`config.mk`:
```
export PLATFORM = sky130hd
export DESIGN_NAME = pc_sequencer16
export DESIGN_NICKNAME = d
export VERILOG_FILES = /design/src/rtl/pc_sequencer16.sv
export SDC_FILE = /design/constraint.sdc
export NUM_CORES = 1
export LEC_CHECK = 0
export ABC_CLOCK_PERIOD_IN_PS = 9950
export CORE_ASPECT_RATIO = 2
export CORE_MARGIN = 5
export CORE_UTILIZATION = 43
export CTS_CLUSTER_SIZE = 25
export DETAILED_ROUTE_END_ITERATION = 8
export GPL_TIMING_DRIVEN = 0
export PLACE_DENSITY = 0.92
export SKIP_CTS_REPAIR_TIMING = 1
export SLEW_MARGIN = 20
export SYNTH_ARGS = -nofsm -noshare
export SYNTH_HDL_FRONTEND = slang
export SYNTH_HIERARCHICAL = 1
export SYNTH_SLANG_ARGS = --single-unit
```
`constraint.sdc`:
```
create_clock -name clk -period 9.95 [get_ports clk]
set_clock_uncertainty 0.2 [all_clocks]
set_input_delay 1.99 -clock clk [delete_from_list [all_inputs] [get_ports clk]]
set_output_delay 1.99 -clock clk [all_outputs]
set_load 0.01 [all_outputs]
```
`src/rtl/pc_sequencer16.sv`:
```
// Program-counter sequencer: feeds a ripple adder16 with (pc, increment) and
// registers the result as the next fetch address, under a small run-control FSM.

module adder16 (
  input  logic [15:0] a,
  input  logic [15:0] b,
  input  logic        ci,
  output logic [15:0] sum,
  output logic        co
);

  logic [16:0] carry_s;

  assign carry_s[0] = ci;

  genvar i;
  generate
    for (i = 0; i < 16; i++) begin : g_bit
      assign sum[i]       = a[i] ^ b[i] ^ carry_s[i];
      assign carry_s[i+1] = (a[i] & b[i]) | (carry_s[i] & (a[i] ^ b[i]));
    end
  endgenerate

  assign co = carry_s[16];

endmodule

module pc_sequencer16 #(
  parameter logic [15:0] RESET_PC = 16'h0000,
  parameter logic [15:0] STEP     = 16'h0001
) (
  input  logic        clk,
  input  logic        rst,
  input  logic        start,
  input  logic        halt_req,
  input  logic        load,
  input  logic [15:0] load_addr,
  input  logic        branch,
  input  logic [15:0] br_offset,
  input  logic        pc_ready,
  output logic [15:0] pc_out,
  output logic        pc_valid,
  output logic        wrap,
  output logic [1:0]  state
);

  typedef enum logic [1:0] {
    IDLE = 2'b00,
    RUN  = 2'b01,
    HALT = 2'b10
  } state_t;

  state_t      state_r, state_nxt_s;
  logic [15:0] pc_r, pc_nxt_s;
  logic        pc_valid_r, wrap_r, wrap_nxt_s;
  logic [15:0] inc_s, sum_s;
  logic        co_s, acc_s;

  // Increment select: a branch offset only when no load overrides it
  always_comb begin
    inc_s = STEP;
    acc_s = pc_valid_r & pc_ready;
    if (branch && !load) begin
      inc_s = br_offset;
    end else begin
      inc_s = STEP;
    end
  end

  adder16 u_adder (
    .a   (pc_r),
    .b   (inc_s),
    .ci  (1'b0),
    .sum (sum_s),
    .co  (co_s)
  );

  // Next-PC priority: load, branch, accepted sequential step, hold
  always_comb begin
    pc_nxt_s   = pc_r;
    wrap_nxt_s = 1'b0;
    if (load) begin
      pc_nxt_s = load_addr;
    end else if (branch) begin
      pc_nxt_s = sum_s;
    end else if (acc_s) begin
      pc_nxt_s   = sum_s;
      wrap_nxt_s = co_s;
    end else begin
      pc_nxt_s   = pc_r;
      wrap_nxt_s = 1'b0;
    end
  end

  // Run-control FSM next state; halt_req outranks start
  always_comb begin
    state_nxt_s = state_r;
    case (state_r)
      IDLE: begin
        if (start) state_nxt_s = RUN;
        else       state_nxt_s = IDLE;
      end
      RUN: begin
        if (halt_req) state_nxt_s = HALT;
        else          state_nxt_s = RUN;
      end
      HALT: begin
        if (start && !halt_req) state_nxt_s = RUN;
        else                    state_nxt_s = HALT;
      end
      default: state_nxt_s = IDLE;
    endcase
  end

  // State, PC and flag registers; pc_valid mirrors the RUN state
  always_ff @(posedge clk or posedge rst) begin
    if (rst) begin
      state_r    <= IDLE;
      pc_r       <= RESET_PC;
      pc_valid_r <= 1'b0;
      wrap_r     <= 1'b0;
    end else begin
      state_r    <= state_nxt_s;
      pc_r       <= pc_nxt_s;
      pc_valid_r <= (state_nxt_s == RUN);
      wrap_r     <= wrap_nxt_s;
    end
  end

  assign pc_out   = pc_r;
  assign pc_valid = pc_valid_r;
  assign wrap     = wrap_r;
  assign state    = state_r;

endmodule

```
==> flow_summary_export.csv, run 1 <==
group,metric,value,unit
yosys,yosysTopAreaCell,"dfrtp_1",
final_layout,fill_cells,248,
grt,grtUsageMet2,30.3,%
placed_design,place_hpwl,2880,um
timing,post-route-min-period,9.51,ns
timing,tightest_slew,0.785,ns
clock_tree,cts.reportedPaths.clkPinSlew,0.08,ns
placed_design,placedCellCount,218,
yosys,synth_seq_area_share,35.5,%
critical_path,required,9.94,ns
pwr,peakVddDrop,0.143,mV
floorplanning,initial_core_util,44.7,%
route,firstDrtPassIters,4,
clock_tree,root_buffer,"clkbuf_8",
clock_tree,cts_buffers,3,
timing,final_hold_viol_count,0,
placed_design,gp_congestion,0.738,
yosys,syn_nets,185,
floorplanning,fp-row-count,29,
critical_path,r2r.worst_path.cells,22,
final_layout,final_core_util,65.8,%
grt,grtUsageMet3,2.46,%
clock_tree,clockBufferDepth,2,
final_layout,layout_commonest_cell,"clkdlybuf4s50_1",
pwr,powerDensity,197,nW/um^2
grt,grt.total_usage,16.8,%
pwr,leakagePower,0.000925,uW
outcome,status,"finished, final reports clean",
timing,period_share,95.5,%
floorplanning,die_area,4600,um^2
clock_tree,htree_num_levels,1,
floorplanning,ioPinCount,59,
min_path,min_path_cells,2,
route,wl_per_cell,16.2,um
timing,rsz0062_at_grt,"no",
yosys,yosys-top-cells-area,"dfrtp_1 35%, fa_1 23%, mux2i_1 11%",
floorplanning,core_area,3160,um^2
yosys,synth.distinct_cells,20,
timing,slew_headroom,47.6,%
yosys,synth_edf_count,0,
yosys,netlist.area_leader.share,35.5,%
grt,busiest_layer,"met2",
grt,grt_pass1_vias,1326,
yosys,syn_inst,130,
final_layout,final_cells,222,
critical_path,end_kind,"flip-flop",
route,drtIter0Drc,19,
grt,antenna_found_initial,0,
clock_tree,cts.sinks,20,
yosys,mappedNetlistArea,1410,um^2
critical_path,worstPathArrival,9.49,ns
grt,grtUsageMet1,18.6,%
route,vias,1150,
critical_path,cp-start-kind,"input pin",
timing,setup_violations,0,
floorplanning,die_w,50.5,um
yosys,async_flop_share,100,%
final_layout,fin_nets,247,
timing,fin_tns_setup,0,ns
route,wl,3610,um
min_path,worstHoldPathType,"flip-flop to flip-flop",
grt,grt_pass1_wl,6140,um
run,drv_cap,0,
timing,drv_slew,0,
yosys,syn_area_per_cell,10.9,um^2
floorplanning,die_h,91.0,um
route,detail-route-antenna-nets,0,
route,drc,0,
grt,grt_max_degree,21,
route,routed_via_density,5.18,
final_layout,final_cell_mix,"57 x clkdlybuf4s50_1, 20 x dfrtp_1",
clock_tree,cts_tree,"yes",
placed_design,portBuffers,57,
final_layout,diodes,0,
placed_design,post_dp_cell_area,2020,um^2
clock_tree,insertion_delay,0.26,ns
final_layout,fin_area,2080,um^2
critical_path,crit_type,"input pin to flip-flop",
final_layout,drive_gt1_share,6.28,%
timing,fmax,105,MHz
final_layout,areaGrowthSynthToFinish,47.1,%
yosys,synth_ff_type,"dfrtp_1",
grt,overflow,0,
yosys,yosysWarnings,6,
critical_path,critical_path.max_fanout,7,
yosys,synth-seq-cells,20,
-- cell usage after synthesis (3+ instances only) --
cell       n
buf_6      3
and2_1    15
o21ai_1    3
o21ai_0   16
fa_1      16
inv_1     11
nand2_1   16
nand2b_1   4
dfrtp_1   20
mux2i_1   16
-- report_power, final --
group | internal (uW) | leakage (uW) | switching (uW)
clock | 35.3 | 0.0000288 | 28.7
combinational | 113 | 0.000654 | 82.7
sequential | 113 | 0.000242 | 36.0
total | 261 | 0.000925 | 147
-- kinds of logic (layout without fill, tap and decap cells) --
| family | count (synthesis) | in the layout | share of synthesized area (%) |
|---|---|---|---|
| AO/OA/AOI/OAI | 22 | 22 | 9.40 |
| adder cells (fa/ha/maj) | 16 | 16 | 22.7 |
| buffers and inverters | 17 | 78 | 6.65 |
| flip-flops | 20 | 20 | 35.5 |
| multiplexers | 16 | 16 | 11.3 |
| other | 1 | 1 | 0.266 |
| AND/OR/NAND/NOR | 38 | 38 | 14.2 |
-- layer usage --
| layer | up-vias | wire length [um] |
|---|---|---|
| li1 | 536 | - |
| met1 | 561 | 1250 |
| met2 | 47 | 2080 |
| met3 | 6 | 194 |
| met4 | 0 | 71 |
| met5 | - | 0 |
-- worst max-delay path, cell delays in order --
cell	delay, ns
clkdlybuf4s50_1	0.54
nor2b_2	0.29
nand2b_1	0.12
fa_1	0.40
inv_1	0.08
fa_1	0.16
inv_1	0.05
fa_1	0.38
fa_1	0.40
fa_1	0.40
fa_1	0.39
fa_1	0.38
fa_1	0.40
fa_1	0.40
fa_1	0.39
fa_1	0.40
fa_1	0.41
fa_1	0.40
fa_1	0.41
fa_1	0.37
inv_1	0.08
fa_1	0.40
inv_1	0.06
mux2i_1	0.05
o21ai_0	0.14
-- registers in the layout (all words and copies together), names as in the netlist --
signal	count
state	2
wrap	1
pc_valid	1
pc_out	16
-- metrics by stage --
stage | setup slack, ns | total power, uW | hold slack (ns)
after global placement | 0.202 | 336 | 0.286
after global routing | 0.0948 | 441 | 0.360
final | 0.445 | 409 | 0.331
after CTS | 0.383 | 412 | 0.339
after floorplan | 1.07 | 240 | 0.326
after detailed placement | 0.131 | 346 | 0.321
-- final timing paths --
kind,from,to,slack (ns)
min,pc_out[1],pc_out[1],0.33
max reg2reg,pc_out[0],pc_out[15],2.68
min in group asynchronous,rst,pc_out[13],1.97
min reg2reg,pc_out[1],pc_out[1],0.33
max,branch,pc_out[15],0.44
max in group asynchronous,rst,pc_out[5],7.09
-- area by class of cell --
class / count / area [um^2] / area share [%]
plain buffers: 6 / 52.6 / 2.53
inverters: 11 / 41.3 / 1.99
repair buffers: 57 / 571 / 27.5
well taps: 31 / 38.8 / 1.87
clock buffers: 4 / 55.1 / 2.65
flip-flops and latches: 20 / 500 / 24.1
multi-input cells: 93 / 817 / 39.4
Power figures use the tool's default switching activity.
==> run 2, diff against run 1 <==
--- a/config.mk
+++ b/config.mk
@@ -8,11 +8,12 @@
 export ABC_CLOCK_PERIOD_IN_PS = 9950
 export CORE_ASPECT_RATIO = 2
 export CORE_MARGIN = 5
-export CORE_UTILIZATION = 43
+export CORE_UTILIZATION = 50
 export CTS_CLUSTER_SIZE = 25
 export DETAILED_ROUTE_END_ITERATION = 8
+export DONT_BUFFER_PORTS = 1
 export GPL_TIMING_DRIVEN = 0
-export PLACE_DENSITY = 0.92
+export PLACE_DENSITY = 0.76
 export SKIP_CTS_REPAIR_TIMING = 1
 export SLEW_MARGIN = 20
 export SYNTH_ARGS = -nofsm -noshare
==> run 2 against run 1 <==
  * Clock power decreased by 5.2%
  * Flip-flop and latch count is the same
  * Global-route usage up 0.97 points
  * Hold slack improved by 0.048 ns
  * Routed wire length down 16%
  * Setup slack better by 0.35 ns
  * Sequential share of layout area up 9.2 points
  * Combinational power fell by 48%
  * Critical path type unchanged
  * Largest cell class unchanged
  * Highest routed layer unchanged
==> flow_summary_export.csv, run 2 (synthesis results as in run 1) <==
group,metric,value,unit
outcome,status,"finished, final reports clean",
clock_tree,cts_buffers,3,
floorplanning,die_w,47.6,um
grt,grt_pass1_vias,1115,
critical_path,cp-start-kind,"input pin",
route,wl_per_cell,18.7,um
floorplanning,die_h,85.1,um
critical_path,crit_type,"input pin to flip-flop",
min_path,worstHoldPathType,"flip-flop to flip-flop",
final_layout,drive_gt1_share,8.96,%
timing,fmax,109,MHz
critical_path,required,9.92,ns
route,routed_via_density,5.76,
route,drc,0,
timing,rsz0062_at_grt,"no",
critical_path,worstPathArrival,9.13,ns
final_layout,fin_nets,190,
placed_design,portBuffers,0,
route,wl_met1,943,um
critical_path,critical_path.startpoint,"load",
floorplanning,ioPinCount,59,
floorplanning,die_area,4050,um^2
timing,tightest_slew,0.773,ns
grt,grt.total_usage,17.7,%
timing,period_share,92.0,%
route,firstDrtPassIters,4,
final_layout,largest_register_ffs,16,
pwr,powerDensity,220,nW/um^2
timing,fin_tns_setup,0,ns
clock_tree,cts.reportedPaths.clkPinSlew,0.07,ns
timing,slew_headroom,48.4,%
route,detail-route-antenna-nets,0,
pwr,peakVddDrop,0.113,mV
min_path,min_from,"pc_out[1]",
placed_design,place_hpwl,2550,um
clock_tree,cts_tree,"yes",
route,drtIter0Drc,14,
timing,drv_slew,0,
final_layout,final_cell_mix,"20 x dfrtp_1, 16 x mux2i_1, 16 x nand2_1, 16 x o21ai_0, 16 x fa_1",
clock_tree,htree_num_levels,1,
placed_design,gp_congestion,0.695,
floorplanning,core_area,2740,um^2
final_layout,areaGrowthSynthToFinish,6.47,%
route,highest_layer,"met4",
route,route.met2.wl,1750,um
route,wl,3050,um
final_layout,fill_cells,239,
grt,overflow,0,
route,wl_met3,308,um
grt,grt_max_degree,21,
clock_tree,cts.sinks,20,
grt,grt_pass1_wl,5200,um
timing,final_hold_viol_count,0,
clock_tree,clockBufferDepth,2,
final_layout,layout_commonest_cell,"dfrtp_1",
critical_path,critical_path.max_fanout,10,
floorplanning,initial_core_util,51.6,%
clock_tree,insertion_delay,0.25,ns
timing,post-route-min-period,9.16,ns
clock_tree,root_buffer,"clkbuf_8",
timing,setup_violations,0,
timing,whs,0.378,ns
floorplanning,fp-row-count,27,
final_layout,diodes,0,
pwr,leakagePower,0.000704,uW
critical_path,end_kind,"flip-flop",
grt,antenna_found_initial,0,
route,vias,939,
critical_path,r2r-start,"pc_out[0]",
run,drv_cap,0,
run 2: critical path, cell delays in order:
cell and delay, ns:
buf_6 0.13, nor2b_2 0.24, nand2b_1 0.11, fa_1 0.39, inv_1 0.08, fa_1 0.16
inv_1 0.05, fa_1 0.40, fa_1 0.40, fa_1 0.41, fa_1 0.39, fa_1 0.40
fa_1 0.39, fa_1 0.39, fa_1 0.39, fa_1 0.42, fa_1 0.41, fa_1 0.40
fa_1 0.40, fa_1 0.37, inv_1 0.09, fa_1 0.42, inv_1 0.07, mux2i_1 0.06
o21ai_0 0.14
run 2: worst paths after layout:
| path | endpoint | slack, ns | depth (start not counted) |
|---|---|---|---|
| worst max-delay path | pc_out[15] | 0.79 | 25 |
| worst min-delay path | pc_out[1] | 0.38 | 2 |
| worst max register to register | pc_out[15] | 2.54 | 22 |
| worst min register to register | pc_out[1] | 0.38 | 2 |
| max in group asynchronous | pc_out[12] | 7.51 | 1 |
| min in group asynchronous | state[1] | 1.56 | 1 |
run 2: cell type report:
class | count | area [um^2] | area share [%]
Multi-Input combinational cell | 93 | 817 | 54.4
Sequential cell | 20 | 500 | 33.3
Clock buffer | 4 | 55.1 | 3.66
Buffer | 6 | 52.6 | 3.50
Inverter | 11 | 41.3 | 2.75
Tap cell | 29 | 36.3 | 2.41
run 2: stage by stage:
step	area (um^2)	utilization, %	setup WS [ns]	total power (uW)	std cells
finish	1500	54.9	0.793	331	163
global placement	1450	52.9	0.620	262	159
floorplan	1410	-	1.07	240	130
detailed placement	1450	52.9	0.509	275	159
global route	1500	54.9	0.450	364	163
CTS	1500	54.9	0.762	338	163
run 2: layer usage:
metal	vias up	track usage, %
met5	-	0
met4	0	6.86
met3	4	5.52
met2	41	30.2
met1	474	19.4
li1	420	-
run 2: power by group:
group	switching (uW)	total, uW	internal, uW
clock network	25.5	60.7	35.1
registers	55.4	168	112
logic	51.9	102	50.5
total	133	331	198
